==> config.mk <==
export PLATFORM = sky130hd
export DESIGN_NAME = sync_addsub_accumulator
export DESIGN_NICKNAME = d
export VERILOG_FILES = /design/src/rtl/sync_addsub_accumulator.sv
export SDC_FILE = /design/constraint.sdc
export NUM_CORES = 1
export LEC_CHECK = 0
export ABC_CLOCK_PERIOD_IN_PS = 2000
export CAP_MARGIN = 20
export CORE_MARGIN = 1.5
export CORE_UTILIZATION = 45
export CTS_CLUSTER_SIZE = 8
export DETAILED_ROUTE_END_ITERATION = 10
export HOLD_SLACK_MARGIN = 0.08
export PLACE_DENSITY = 0.77
export SLEW_MARGIN = 20
export SYNTH_ARGS = -nofsm -noshare
export SYNTH_HDL_FRONTEND = slang
export SYNTH_SLANG_ARGS = --single-unit
==> constraint.sdc <==
create_clock -name clk -period 2 [get_ports clk]
set_input_delay 0.2 -clock clk [delete_from_list [all_inputs] [get_ports clk]]
set_output_delay 0.2 -clock clk [all_outputs]
set_load 0.02 [all_outputs]
==> src/rtl/sync_addsub_accumulator.sv <==
// Pipelined signed add/subtract accumulator with sticky overflow and a saturating sample counter.
// Optional macro SATURATE_EN: clamp acc on signed overflow instead of wrapping.
module sync_addsub_accumulator #(
  parameter int WIDTH     = 8,
  parameter int CNT_WIDTH = 4
) (
  input  logic                 clk,
  input  logic                 reset,
  input  logic                 in_valid,
  input  logic                 sub,
  input  logic [WIDTH-1:0]     a,
  input  logic                 clear,
  output logic [WIDTH-1:0]     acc,
  output logic                 out_valid,
  output logic                 ovf_now,
  output logic                 ovf_stky,
  output logic [CNT_WIDTH-1:0] count
);

  // Handshake: in_valid qualifies a/sub for exactly the cycle it is high;
  // there is no ready, every valid sample is accepted unless clear is high.
  // out_valid pulses for one cycle after each edge that updated acc.

  logic [WIDTH-1:0] a_r;
  logic             sub_r;
  logic             v1;

  logic [WIDTH-1:0] operand;
  logic [WIDTH:0]   sum;
  logic             ovf;
  logic [WIDTH-1:0] next_acc;

  always_ff @(posedge clk or posedge reset) begin
    if (reset) begin
      a_r   <= '0;
      sub_r <= 1'b0;
      v1    <= 1'b0;
    end else begin
      a_r   <= a;
      sub_r <= sub;
      v1    <= in_valid & ~clear;
    end
  end

  // Sign-extended WIDTH+1 sum; subtract is acc + ~a_r + 1, which is exact
  // even for the most-negative operand, so the top two bits differing
  // is precisely signed overflow.
  always_comb begin
    operand  = sub_r ? ~a_r : a_r;
    sum      = {acc[WIDTH-1], acc} + {operand[WIDTH-1], operand}
               + {{WIDTH{1'b0}}, sub_r};
    ovf      = sum[WIDTH] ^ sum[WIDTH-1];
    next_acc = sum[WIDTH-1:0];
`ifdef SATURATE_EN
    // Overflow direction follows the sign of the old total.
    if (ovf) begin
      next_acc = acc[WIDTH-1] ? {1'b1, {(WIDTH-1){1'b0}}}
                              : {1'b0, {(WIDTH-1){1'b1}}};
    end
`endif
  end

  always_ff @(posedge clk or posedge reset) begin
    if (reset) begin
      acc       <= '0;
      out_valid <= 1'b0;
      ovf_now   <= 1'b0;
      ovf_stky  <= 1'b0;
      count     <= '0;
    end else if (clear) begin
      acc       <= '0;
      out_valid <= 1'b0;
      ovf_now   <= 1'b0;
      ovf_stky  <= 1'b0;
      count     <= '0;
    end else if (v1) begin
      acc       <= next_acc;
      out_valid <= 1'b1;
      ovf_now   <= ovf;
      ovf_stky  <= ovf_stky | ovf;
      if (count != {CNT_WIDTH{1'b1}}) count <= count + 1'b1;
    end else begin
      out_valid <= 1'b0;
      ovf_now   <= 1'b0;
    end
  end

endmodule

Yosys cells after proc, flatten, opt, wreduce, memory -nomap -nowiden
Index checks and enable logic that the tools add are counted.

Bits in registers: 25. Latch bits: 0. Bits in writable memories: 0. Bits in read-only memories: 0. Output and inout port bits: 15. Memories: 0.

$add $sub $neg: 3. Multipliers: 0. Div/mod/pow operators: 0. Order comparisons: 0. Eq/ne operators: 1. Shift operators: 0. Muxes and demuxes: 12. Bitwise gates (word level): 5. Reduce and logical (&&, ||, !) cells: 3.

Operators with widths (number): 8-bit 2-to-1 mux (3); 4-bit 2-to-1 mux (3); 8-bit by 8-bit adder with 9-bit output (1); 9-bit by 1-bit adder with 9-bit output (1); 8-bit NOT (1); 1-bit 2-to-1 mux (6); 4-bit by 1-bit adder with 4-bit output (second input constant) (1); 4-bit != test (second input constant) (1); 2-bit nonzero test (2); 2-bit AND reduction (1); 1-bit bitwise AND (1); 1-bit NOT (1); 1-bit OR (1); 1-bit XOR (1).

Depth between registers and ports, before layout
Depth after elaboration: 8. Depth in mapped cells: 9. Depth with buffers taken out: 8.

Worst setup path before layout
Ideal clock, no wire load.

Kind: flip-flop to flip-flop. Start point: register sub_r. End point: register acc[7]. Library setup time: 104 ps. Arrival: 1926 ps. Path slack: -30 ps. Stages on the path, launching flop included: 9. Path through: dfrtp_1 -> buf_6 -> xor2_1 -> ha_1 -> a21oi_1 -> o22ai_2 -> a221oi_4 -> or4b_1 -> o311ai_1.

Word-level cells in the longest chain between the ends: 5.

RTL lines: from (decl) (RTL line 25) `logic sub_r;`; from (signal assigned) (RTL line 40) `sub_r <= sub;`; 8-bit 2-to-1 mux (RTL line 49) `operand = sub_r ? ~a_r : a_r;`; 8-bit by 8-bit adder with 9-bit output (RTL line 50) `sum = {acc[WIDTH-1], acc} + {operand[WIDTH-1], operand}`; 9-bit by 1-bit adder with 9-bit output * (RTL line 51) `+ {{WIDTH{1'b0}}, sub_r};`; 8-bit 2-to-1 mux * (RTL line 76) `end else if (v1) begin`; 8-bit 2-to-1 mux * (RTL line 70) `end else if (clear) begin`; to (signal assigned) (RTL line 77) `acc <= next_acc;`; to (decl) (RTL line 13) `output logic [WIDTH-1:0] acc,`.

Mark *: on every way between the ends. The rest lies on a longest branch, timed or not. The select of a mux whose other input is x is not followed. A chain may end at the register's enable or synchronous reset.

Worst setup path after layout
Ends and elaborated chain as after synthesis.

==> results.txt <==
----------------------------------------------------
[Run status]
  Status ... finished with violations
  Violated checks ... setup timing

[Routing]
  Detailed-route wire length per cell ... 17.70 um
  Total vias in the final route ... 1083
  Count of routing violations after the opening detailed-route iteration ... 36
  Total length of routed wires ... 3.523 mm
  DR pass1 iterations ... 4
  Avg Vias per Cell ... 5.442
  Residual DRC ... 0
  Number of nets with antenna violations after routing ... 0

[CTS]
  Root buffer selected by CTS ... sky130_fd_sc_hd__clkbuf_4
  # hold bufs at CTS ... 0
  Clock latency reported for the late side of the worst-skew pair ... 320 ps
  Clock sink count ... 25
  Number of levels in the clock H-tree ... 1
  Number of CTS-inserted buffers ... 3
  Clock-pin transition on the worst setup and hold timing paths ... 140 ps
  Number of buffers on the longest clock path ... 2
  Clock tree from TritonCTS ... yes

[Worst setup path]
  Number of cells on the worst reg-to-reg path ... 7
  Endpoint required time on the critical path ... 2220 ps
  Critical setup path kind ... reg -> reg
  Crit. End Element ... flip-flop
  Largest fanout on the critical path ... 6
  R2r setup slk ... -170 ps
  Arrival time reported for the critical path endpoint ... 2390 ps
  Startpoint of the worst-slack reg-to-reg timing path ... sub_r
  Worst flop-to-flop path endpoint ... acc[7]
  CP startpoint kind ... flip-flop

[Synth]
  Fraction of registers with async set/reset ... 100.0%
  Compound-cell area share of the yosys netlist ... 11.09%
  Number of synthesis warnings ... 0
  XOR/XNOR share of the synthesized area ... 10.21%
  Area leader, netlist ... sky130_fd_sc_hd__dfrtp_1
  Syn avg cell area ... 10.99 um^2
  Share of synthesized area occupied by flip-flops and latches ... 48.64%
  Count of flip-flops with a built-in enable after synthesis ... 0
  Ys flop type ... sky130_fd_sc_hd__dfrtp_1
  Total standard cell area after synthesis ... 1286 um^2
  Register bit count reported by yosys ... 25
  Count of unique library cells instantiated by Yosys ... 32
  Share of synthesized cell area in full adder, half adder and majority cells ... 9.339%
  Library cell with the highest instance count after synthesis ... sky130_fd_sc_hd__dfrtp_1
  Commonest cells post-synth ... sky130_fd_sc_hd__dfrtp_1 (25), sky130_fd_sc_hd__nor2_1 (11), sky130_fd_sc_hd__xor2_1 (10)
  Synth Area in Simple Gates ... 13.04%
  Synthesized net count ... 139
  Number of instances in the synthesized netlist ... 117
  Yosys top cell area share ... 48.64%
  Leading post-synthesis cells by cell area ... sky130_fd_sc_hd__dfrtp_1 (49%), sky130_fd_sc_hd__ha_1 (7.8%), sky130_fd_sc_hd__xor2_1 (6.8%)
  Share of cell area taken by muxes after synthesis ... 4.183%
  Combinational family with the most area after synthesis ... simple AND/OR/NAND/NOR gates

[Cells and area]
  Synthesis-to-finish area growth ... 47.86%
  Final cell count without fillers ... 199
  Share of layout cells above drive strength 1 ... 29.17%
  Antenna fix cells ... 0
  Post-layout net count ... 191

[Placement]
  Port bufs ... 27
  Post-Place Setup Slack ... -187.3 ps
  Routability cong. ... 0.8897
  Detailed-placement wirelength estimate ... 1.965 mm
  Placed instance count ... 183

[Timing]
  Minimum period implied by the final worst setup slack ... 2170 ps
  Final Setup Violations ... 5
  Endpoints failing hold ... 0
  Maximum clock frequency ... 0.4607 GHz
  Least-Margin Pin Slew ... 701.1 ps
  Worst clock skew on the final layout ... 7.904 ps
  Ratio of final minimum period to clock period ... 108.5%
  Final-report max-slew violation count ... 0
  Slew HR ... 53.26%
  Final worst-path setup slack ... -170.4 ps
  Unrepaired setup endpoints after global routing ... true

[Die]
  Row count ... 19
  I/O Pins ... 28
  Chip Height ... 56.47 um
  DIE WIDTH ... 56.47 um
  Core region area ... 2734 um^2
  Die outline area ... 3188 um^2
  Starting utilization of the core area ... 47.05%

[GRT]
  Number of antenna violations at the first check in global routing ... 0
  Pin count of the biggest net entering global routing ... 26
  Wire length of the first global-routing pass ... 4.809 mm
  Overall global routing resource usage ... 19.66%
  Total global routing overflow ... 0
  Vias in the first global route ... 980

[Power and ir drop]
  Highest ir drop seen on vdd ... 558.7 uV
  Lkg Pwr ... 0.8697 nW
  PwrDens ... 695.2 nW/um^2

[Flow run]
  Max-Cap Viols ... 0

[Hold path]
  Hold WC Path Type ... in -> async

----------------------------------------------------
## layout by cell type, fill, tap and decap left out, types with 2 or more instances in the layout
cell,instances
sky130_fd_sc_hd__xor2_1,9
sky130_fd_sc_hd__clkbuf_4,3
sky130_fd_sc_hd__nand3_2,2
sky130_fd_sc_hd__o21ai_1,2
sky130_fd_sc_hd__ha_1,7
sky130_fd_sc_hd__nand3_1,3
sky130_fd_sc_hd__a21oi_2,2
sky130_fd_sc_hd__inv_1,4
sky130_fd_sc_hd__a21oi_1,3
sky130_fd_sc_hd__xnor2_1,5
sky130_fd_sc_hd__inv_2,2
sky130_fd_sc_hd__buf_6,3
sky130_fd_sc_hd__buf_4,21
sky130_fd_sc_hd__mux2i_1,4
sky130_fd_sc_hd__clkdlybuf4s50_1,27
sky130_fd_sc_hd__dfrtp_1,24
sky130_fd_sc_hd__nor2_1,11
sky130_fd_sc_hd__a21o_1,2
sky130_fd_sc_hd__nand2_1,8
## where the power goes
part	total, W	internal (W)	switching, W
registers	0.000576	0.000537	0.0000383
logic	0.000515	0.000268	0.000247
clock network	0.000231	0.0000781	0.000153
total	0.00132	0.000884	0.000438
## per-stage QoR
stage / hold WS [ps] / TNS (ps) / cell area [um^2] / utilization, % / power (W)
after floorplan: 227.3 / -53.73 / 1286 / - / 0.0007994
after global placement: 515.2 / -264.5 / 1663 / 60.82 / 0.0009358
after detailed placement: 525.2 / -530.5 / 1663 / 60.82 / 0.0009518
after CTS: 223.2 / -350.1 / 1777 / 64.99 / 0.001220
after global routing: 239.2 / -1140 / 1902 / 69.57 / 0.001386
final: 213.9 / -580.9 / 1902 / 69.57 / 0.001322
## worst max-delay path, cell delays in order (launching register included)
cell                       delay [ps]
sky130_fd_sc_hd__dfrtp_2          500
sky130_fd_sc_hd__buf_6            150
sky130_fd_sc_hd__xor2_1           150
sky130_fd_sc_hd__ha_1             370
sky130_fd_sc_hd__and3_4           220
sky130_fd_sc_hd__a221oi_4          70
sky130_fd_sc_hd__or4b_4           510
sky130_fd_sc_hd__o311ai_4         100
## worst max path at each step
stage	cells past startpoint	end	from	slack [ps]
after global placement	7	acc[7]	sub_r	-70
final	7	acc[7]	sub_r	-170
after CTS	7	acc[7]	sub_r	-130
after detailed placement	7	acc[7]	sub_r	-190
after global routing	8	ovf_stky	sub_r	-260
after floorplan	8	acc[7]	sub_r	-30
## flip-flops by register name (all words and copies together) (netlist names)
register   count
a_r            8
acc            8
count          4
out_valid      1
ovf_now        1
ovf_stky       1
sub_r          1
v1             1
## cell families (layout without fill, tap and decap cells)
logic type / Yosys count / count (layout)
buf+inv: 10 / 61
simple gates: 34 / 34
mux: 5 / 5
flops: 25 / 25
compound gates: 19 / 19
fa+ha+maj: 9 / 9
xor+xnor: 15 / 15
## metal layers
| layer | share of wire, % | vias up | track usage (%) |
|---|---|---|---|
| met5 | 0 | - | 0 |
| met4 | 3.1 | 0 | 6.122 |
| met3 | 3.2 | 8 | 2.765 |
| met2 | 51 | 34 | 31.40 |
| met1 | 42 | 537 | 27.77 |
| li1 | - | 504 | - |
## what timing repair did
item                       CTS  global route
setup endpoints to repair    5             7
gates resized for setup     11            17
pin swaps                    3            18
setup buffers                7             5
## layout make-up
class | count | area [um^2]
Inverter | 6 | 22.52
Fill cell | 189 | 832.0
Timing Repair Buffer | 51 | 461.7
Sequential cell | 25 | 626.9
Tap cell | 31 | 38.79
Clock buffer | 4 | 26.28
Multi-Input combinational cell | 82 | 725.7
Note: power is estimated with default switching activity, not from simulation.
